==> src/rtl/delay_line_pkg.sv <==
// Shared types and constants for the delay-line measurement front end.
package delay_line_pkg;

    // Default width of the measurement cycle counter and of the result bus.
    localparam int unsigned DEFAULT_CNT_WIDTH = 16;

    // Interval measurement sequencer states.
    typedef enum logic [1:0] {
        IDLE     = 2'd0,
        ARMED    = 2'd1,
        COUNTING = 2'd2,
        DONE     = 2'd3
    } meas_state_t;

endpackage

==> src/rtl/cycle_timer.sv <==
// Clearable incrementing counter with a terminal-count compare output.
module cycle_timer
    import delay_line_pkg::*;
#(
    parameter int unsigned WIDTH    = DEFAULT_CNT_WIDTH,
    parameter int unsigned TERMINAL = 999
) (
    input  logic             clk,
    input  logic             n_reset,
    input  logic             i_clear,
    input  logic             i_inc,
    output logic [WIDTH-1:0] o_count,
    output logic             o_terminal
);

    logic [WIDTH-1:0] r_count;

    // Counter register: clear has priority over increment, otherwise hold.
    // NOTE: sequential state uses non-blocking (<=) so every flop samples pre-edge values.
    always_ff @(posedge clk or negedge n_reset) begin
        if (!n_reset) begin
            r_count <= '0;
        end else if (i_clear) begin
            r_count <= '0;
        end else if (i_inc) begin
            r_count <= r_count + WIDTH'(1);
        end
    end

    assign o_count    = r_count;
    assign o_terminal = (r_count == WIDTH'(TERMINAL));

endmodule

==> src/rtl/interval_measure_ctrl.sv <==
// Start/stop interval measurement sequencer with timeout, abort and a
// valid/ready result port. All outputs come straight from flops.
module interval_measure_ctrl
    import delay_line_pkg::*;
#(
    parameter int unsigned CNT_WIDTH = DEFAULT_CNT_WIDTH,
    parameter int unsigned TIMEOUT   = 1000
) (
    input  logic                 clk,
    input  logic                 n_reset,
    input  logic                 arm,
    input  logic                 abort,
    input  logic                 start_edge,
    input  logic                 stop_edge,
    output logic                 busy,
    output logic                 result_valid,
    input  logic                 result_ready,
    output logic [CNT_WIDTH-1:0] result,
    output logic                 timed_out
);

    meas_state_t          r_state;
    meas_state_t          w_next_state;

    logic                 w_timer_clear;
    logic                 w_timer_inc;
    logic                 w_timer_tc;
    logic [CNT_WIDTH-1:0] w_timer;

    logic                 w_load_result;
    logic [CNT_WIDTH-1:0] w_result_d;
    logic                 w_timed_out_d;

    logic                 r_busy;
    logic                 r_valid;
    logic [CNT_WIDTH-1:0] r_result;
    logic                 r_timed_out;

    // Shared timer for both the ARMED wait and the COUNTING interval.
    cycle_timer #(
        .WIDTH    (CNT_WIDTH),
        .TERMINAL (TIMEOUT - 1)
    ) u_cycle_timer (
        .clk        (clk),
        .n_reset    (n_reset),
        .i_clear    (w_timer_clear),
        .i_inc      (w_timer_inc),
        .o_count    (w_timer),
        .o_terminal (w_timer_tc)
    );

    // State register.
    always_ff @(posedge clk or negedge n_reset) begin
        if (!n_reset) begin
            r_state <= IDLE;
        end else begin
            r_state <= w_next_state;
        end
    end

    // Next-state logic: abort beats edges, edges beat the timeout.
    // NOTE: every signal written here gets a default first so no latch is inferred.
    always_comb begin
        w_next_state = r_state;
        case (r_state)
            IDLE: begin
                if (arm) w_next_state = ARMED;
            end
            ARMED: begin
                if (abort)           w_next_state = IDLE;
                else if (start_edge) w_next_state = COUNTING;
                else if (w_timer_tc) w_next_state = DONE;
            end
            COUNTING: begin
                if (abort)                        w_next_state = IDLE;
                else if (stop_edge || w_timer_tc) w_next_state = DONE;
            end
            DONE: begin
                if (result_ready) w_next_state = IDLE;
            end
            default: w_next_state = IDLE;
        endcase
    end

    // Output/datapath decode: timer control and the result to capture on completion.
    always_comb begin
        w_timer_clear = 1'b0;
        w_timer_inc   = 1'b0;
        w_load_result = 1'b0;
        w_result_d    = '0;
        w_timed_out_d = 1'b0;
        case (r_state)
            IDLE: begin
                w_timer_clear = 1'b1;
            end
            ARMED: begin
                if (start_edge) w_timer_clear = 1'b1;
                else            w_timer_inc   = 1'b1;
                // Timeout before any start edge reports a zero count.
                if (!abort && !start_edge && w_timer_tc) begin
                    w_load_result = 1'b1;
                    w_result_d    = '0;
                    w_timed_out_d = 1'b1;
                end
            end
            COUNTING: begin
                w_timer_inc = 1'b1;
                if (!abort && stop_edge) begin
                    // Timer holds cycles since start minus one, so adjacent pulses give 1.
                    w_load_result = 1'b1;
                    w_result_d    = w_timer + CNT_WIDTH'(1);
                    w_timed_out_d = 1'b0;
                end else if (!abort && w_timer_tc) begin
                    w_load_result = 1'b1;
                    w_result_d    = CNT_WIDTH'(TIMEOUT);
                    w_timed_out_d = 1'b1;
                end
            end
            DONE: begin
                w_timer_clear = 1'b1;
            end
            default: begin
                w_timer_clear = 1'b1;
            end
        endcase
    end

    // Output registers: status follows the next state, result fields load once and hold through DONE.
    always_ff @(posedge clk or negedge n_reset) begin
        if (!n_reset) begin
            r_busy      <= 1'b0;
            r_valid     <= 1'b0;
            r_result    <= '0;
            r_timed_out <= 1'b0;
        end else begin
            r_busy  <= (w_next_state != IDLE);
            r_valid <= (w_next_state == DONE);
            if (w_load_result) begin
                r_result    <= w_result_d;
                r_timed_out <= w_timed_out_d;
            end
        end
    end

    assign busy         = r_busy;
    assign result_valid = r_valid;
    assign result       = r_result;
    assign timed_out    = r_timed_out;

endmodule

==> config.mk <==
export PLATFORM = sky130hd
export DESIGN_NAME = interval_measure_ctrl
export DESIGN_NICKNAME = d
export VERILOG_FILES = /design/src/rtl/delay_line_pkg.sv /design/src/rtl/cycle_timer.sv /design/src/rtl/interval_measure_ctrl.sv
export SDC_FILE = /design/constraint.sdc
export NUM_CORES = 1
export LEC_CHECK = 0
export ABC_CLOCK_PERIOD_IN_PS = 2900
export BUFFER_PORTS_ARGS = -buffer_cell sky130_fd_sc_hd__buf_2
export CAP_MARGIN = 20
export CORE_MARGIN = 2
export CORE_UTILIZATION = 50
export DETAILED_ROUTE_END_ITERATION = 8
export GPL_TIMING_DRIVEN = 0
export PLACE_DENSITY_LB_ADDON = 0.12
export SLEW_MARGIN = 10
export SYNTH_ARGS = -nofsm -noshare
export SYNTH_HDL_FRONTEND = slang
export SYNTH_HIERARCHICAL = 1
export SYNTH_SLANG_ARGS = --single-unit
==> constraint.sdc <==
create_clock -name clk -period 2.9 [get_ports clk]
set_clock_uncertainty 0.2 [all_clocks]
set_input_delay 0.29 -clock clk [delete_from_list [all_inputs] [get_ports clk]]
set_output_delay 0.29 -clock clk [all_outputs]
set_load 0.02 [all_outputs]
==> impl_metrics.yaml <==
critical_path:
  crit_start: "u_cycle_timer/o_count[1]$_DFFE_PN0P_"
  critPathMaxStageDelay_ns: 0.53
  arrival_ns: 2.71
  slowest_stage: "dfrtp_1"
  crit_fanout: 10
  timing.critical_path.cells: "ha_1 > nand3b_1 > nor4_4 > o2111ai_2 > and2_4 > buf_6 > buf_6 > a22o_1"
  worstSetupPathType: "flop to flop"
  required_ns: 2.88
  critPathLaunchType: "flop"
  crit_family: "simple AND/OR/NAND/NOR gates"
  path_buf_inv: 2
  cp_common_cell: "buf_6"
  cp-end-kind: "flop"
  worst_r2r_startpoint: "u_cycle_timer/o_count[1]$_DFFE_PN0P_"
global_routing:
  overflow: 0
  grt_use_total: 0.213
  grt_pass1_vias: 1736
  grt_max_degree: 38
  antenna_found_initial: 0
  grt_first_pass_wirelength_um: 8520
clocking:
  cts_tree: "built"
  cts_root_buffer: "clkbuf_8"
  cts.clk_slew.worst_paths_ns: 0.07
  cts_setup_buffers: 0
  cts_sinks: 37
  cts_max_path_buffers: 2
  cts_made_buffers: 5
  h-tree-depth: 2
  clock_latency_ns: 0.29
power_and_ir_drop:
  power.leakage_nw: 1.15
  power_density_nw_per_um2: 588
  peakVddDrop_uv: 333
route:
  ant_nets: 0
  routed_wl_um: 4770
  wl_per_cell_um: 15.1
  first_pass_iters: 5
  num_vias: 1805
  vias_per_cell: 5.69
  drt_iter0_markers: 169
  drc: 0
placement:
  placed_cell_area_um2: 2460
  io_buffers: 24
  hpwl_um: 3410
  post-place-ws_ns: -0.354
  place_congestion: 0.879
layout:
  area_growth_pct: 13.2
  finalNetCount: 278
  fillers: 388
  regArea_um2: 928
  drive_gt1_frac: 0.219
  antenna_cells: 0
  multiInputGateArea_um2: 1250
  finish.utilization: 0.590
  stdcell_area_um2: 2570
timing:
  rsz0062_at_grt: "no"
  worst_slew_pin_slew_ns: 0.837
  relSlewSlack: 0.442
  setup_viol: 0
  maxSlewViolCount: 0
  period_needed_ns: 2.73
  finalWorstSetupSlack_ns: 0.173
  fmax_ghz: 0.367
  final_hold_viol_count: 0
  setup_tns_ns: 0
  whs_ns: 0.120
  fin_crit_sh: 0.940
floorplanning:
  dieArea_um2: 5100
  die_w_um: 71.4
  coreArea_um2: 4350
  fp.dieH_um: 71.4
  ios: 26
  initial_core_util: 0.522
  num_rows: 24
logic_synthesis:
  synth_fp_nets: 246
  synth-edff-count: 0
  ys_seq_area_frac: 0.408
  synth_common_cells: "dfrtp_1, nor2_1, nand3_1, nand2_1, xnor2_1"
  postSynth.asyncResetShare: 1.00
  synthFlopType: "dfrtp_1"
  synthTopCellsByArea: "dfrtp_1, nor2_1, xnor2_1, nand3_1, ha_1"
  synth-seq-cells: 37
  synthCells: 233
  post-synth-top-count-cell: "dfrtp_1"
  syn_area_um2: 2270
  yosysUniqueCellTypes: 55
  syn_area_per_cell_um2: 9.75
  yosys.area.top_type: "dfrtp_1"
  synth-warning-count: 6
  synth_top_area_frac: 0.408
run:
  drv_cap: 0
min_path:
  hold_start: "abort"
  hold_class: "primary input to flop"
outcome:
  status: "finished, final reports clean"
## path summary, 6_finish.rpt
check                                                            end  slack [ns]  cells after the start
worst max-delay path                           result[4]$_DFFE_PN0P_        0.17                      8
worst min-delay path                           timed_out$_DFFE_PN0P_        0.12                      2
worst max register to register                 result[4]$_DFFE_PN0P_        0.17                      8
worst min register to register                 result[7]$_DFFE_PN0P_        0.29                      1
max in group asynchronous       u_cycle_timer/o_count[0]$_DFFE_PN0P_        1.49                      2
min in group asynchronous                     result[14]$_DFFE_PN0P_        0.44                      2
## power by group
part	internal [mW]	switching, mW	total, mW
clock network	0.188	0.176	0.364
logic	0.200	0.312	0.512
registers	0.587	0.0485	0.636
## state kept, by name, indices dropped and copies added (netlist names)
name and cells:
result_valid 1, r_state 2, timed_out 1, result 16
busy 1, u_cycle_timer/o_count 16
## what timing repair did
| item | 4_1_cts | 5_1_grt |
|---|---|---|
| hold buffers | 1 | 0 |
| resized for setup | 2 | 2 |
| endpoints found under the hold margin | 37 | 0 |
| endpoints found under the setup margin | 14 | 7 |
## cell usage in the layout (no fill, tap or decap), drive strengths merged, types with 4 or more instances in the layout
| master | instances |
|---|---|
| clkbuf | 8 |
| nor2 | 32 |
| dfrtp | 37 |
| nand4 | 8 |
| nor3 | 8 |
| nor4 | 10 |
| buf | 31 |
| xor2 | 7 |
| nand2 | 18 |
| or3 | 4 |
| a32o | 4 |
| xnor2 | 11 |
| nand3 | 19 |
| a22o | 7 |
| inv | 12 |
| nor2b | 4 |
| ha | 6 |
## layer usage
layer / global-route usage / vias up / part of all wire
li1: - / 907 / -
met1: 0.311 / 848 / 0.48
met2: 0.318 / 44 / 0.45
met3: 0.0464 / 6 / 0.048
met4: 0.0650 / 0 / 0.014
met5: 0 / - / 0
## cell type report
| cell class | instances | area share |
|---|---|---|
| multi-input cells | 176 | 0.488 |
| flip-flops and latches | 37 | 0.361 |
| repair buffers | 25 | 0.0506 |
| clock buffers | 7 | 0.0336 |
| well taps | 52 | 0.0253 |
| plain buffers | 8 | 0.0234 |
| inverters | 12 | 0.0175 |
## metrics by stage
step           std cells  total power [mW]
4_1_cts              317              1.53
3_3_place_gp         309              1.16
5_1_grt              317              1.62
3_5_place_dp         309              1.16
2_1_floorplan        233              1.02
6_report             317              1.51
## cell families (layout without fill, tap and decap cells)
group,after synthesis,in the layout,share of synthesized area
DFF,37,37,0.408
muxes,3,3,0.0160
and+or+nand+nor,119,119,0.302
xor gates and xnor gates,18,18,0.0694
AOI/OAI and AO/OA,30,30,0.125
buffers and inverters,20,52,0.0463
adders and majority gates,6,6,0.0331
(Power assumes the default switching activity.)
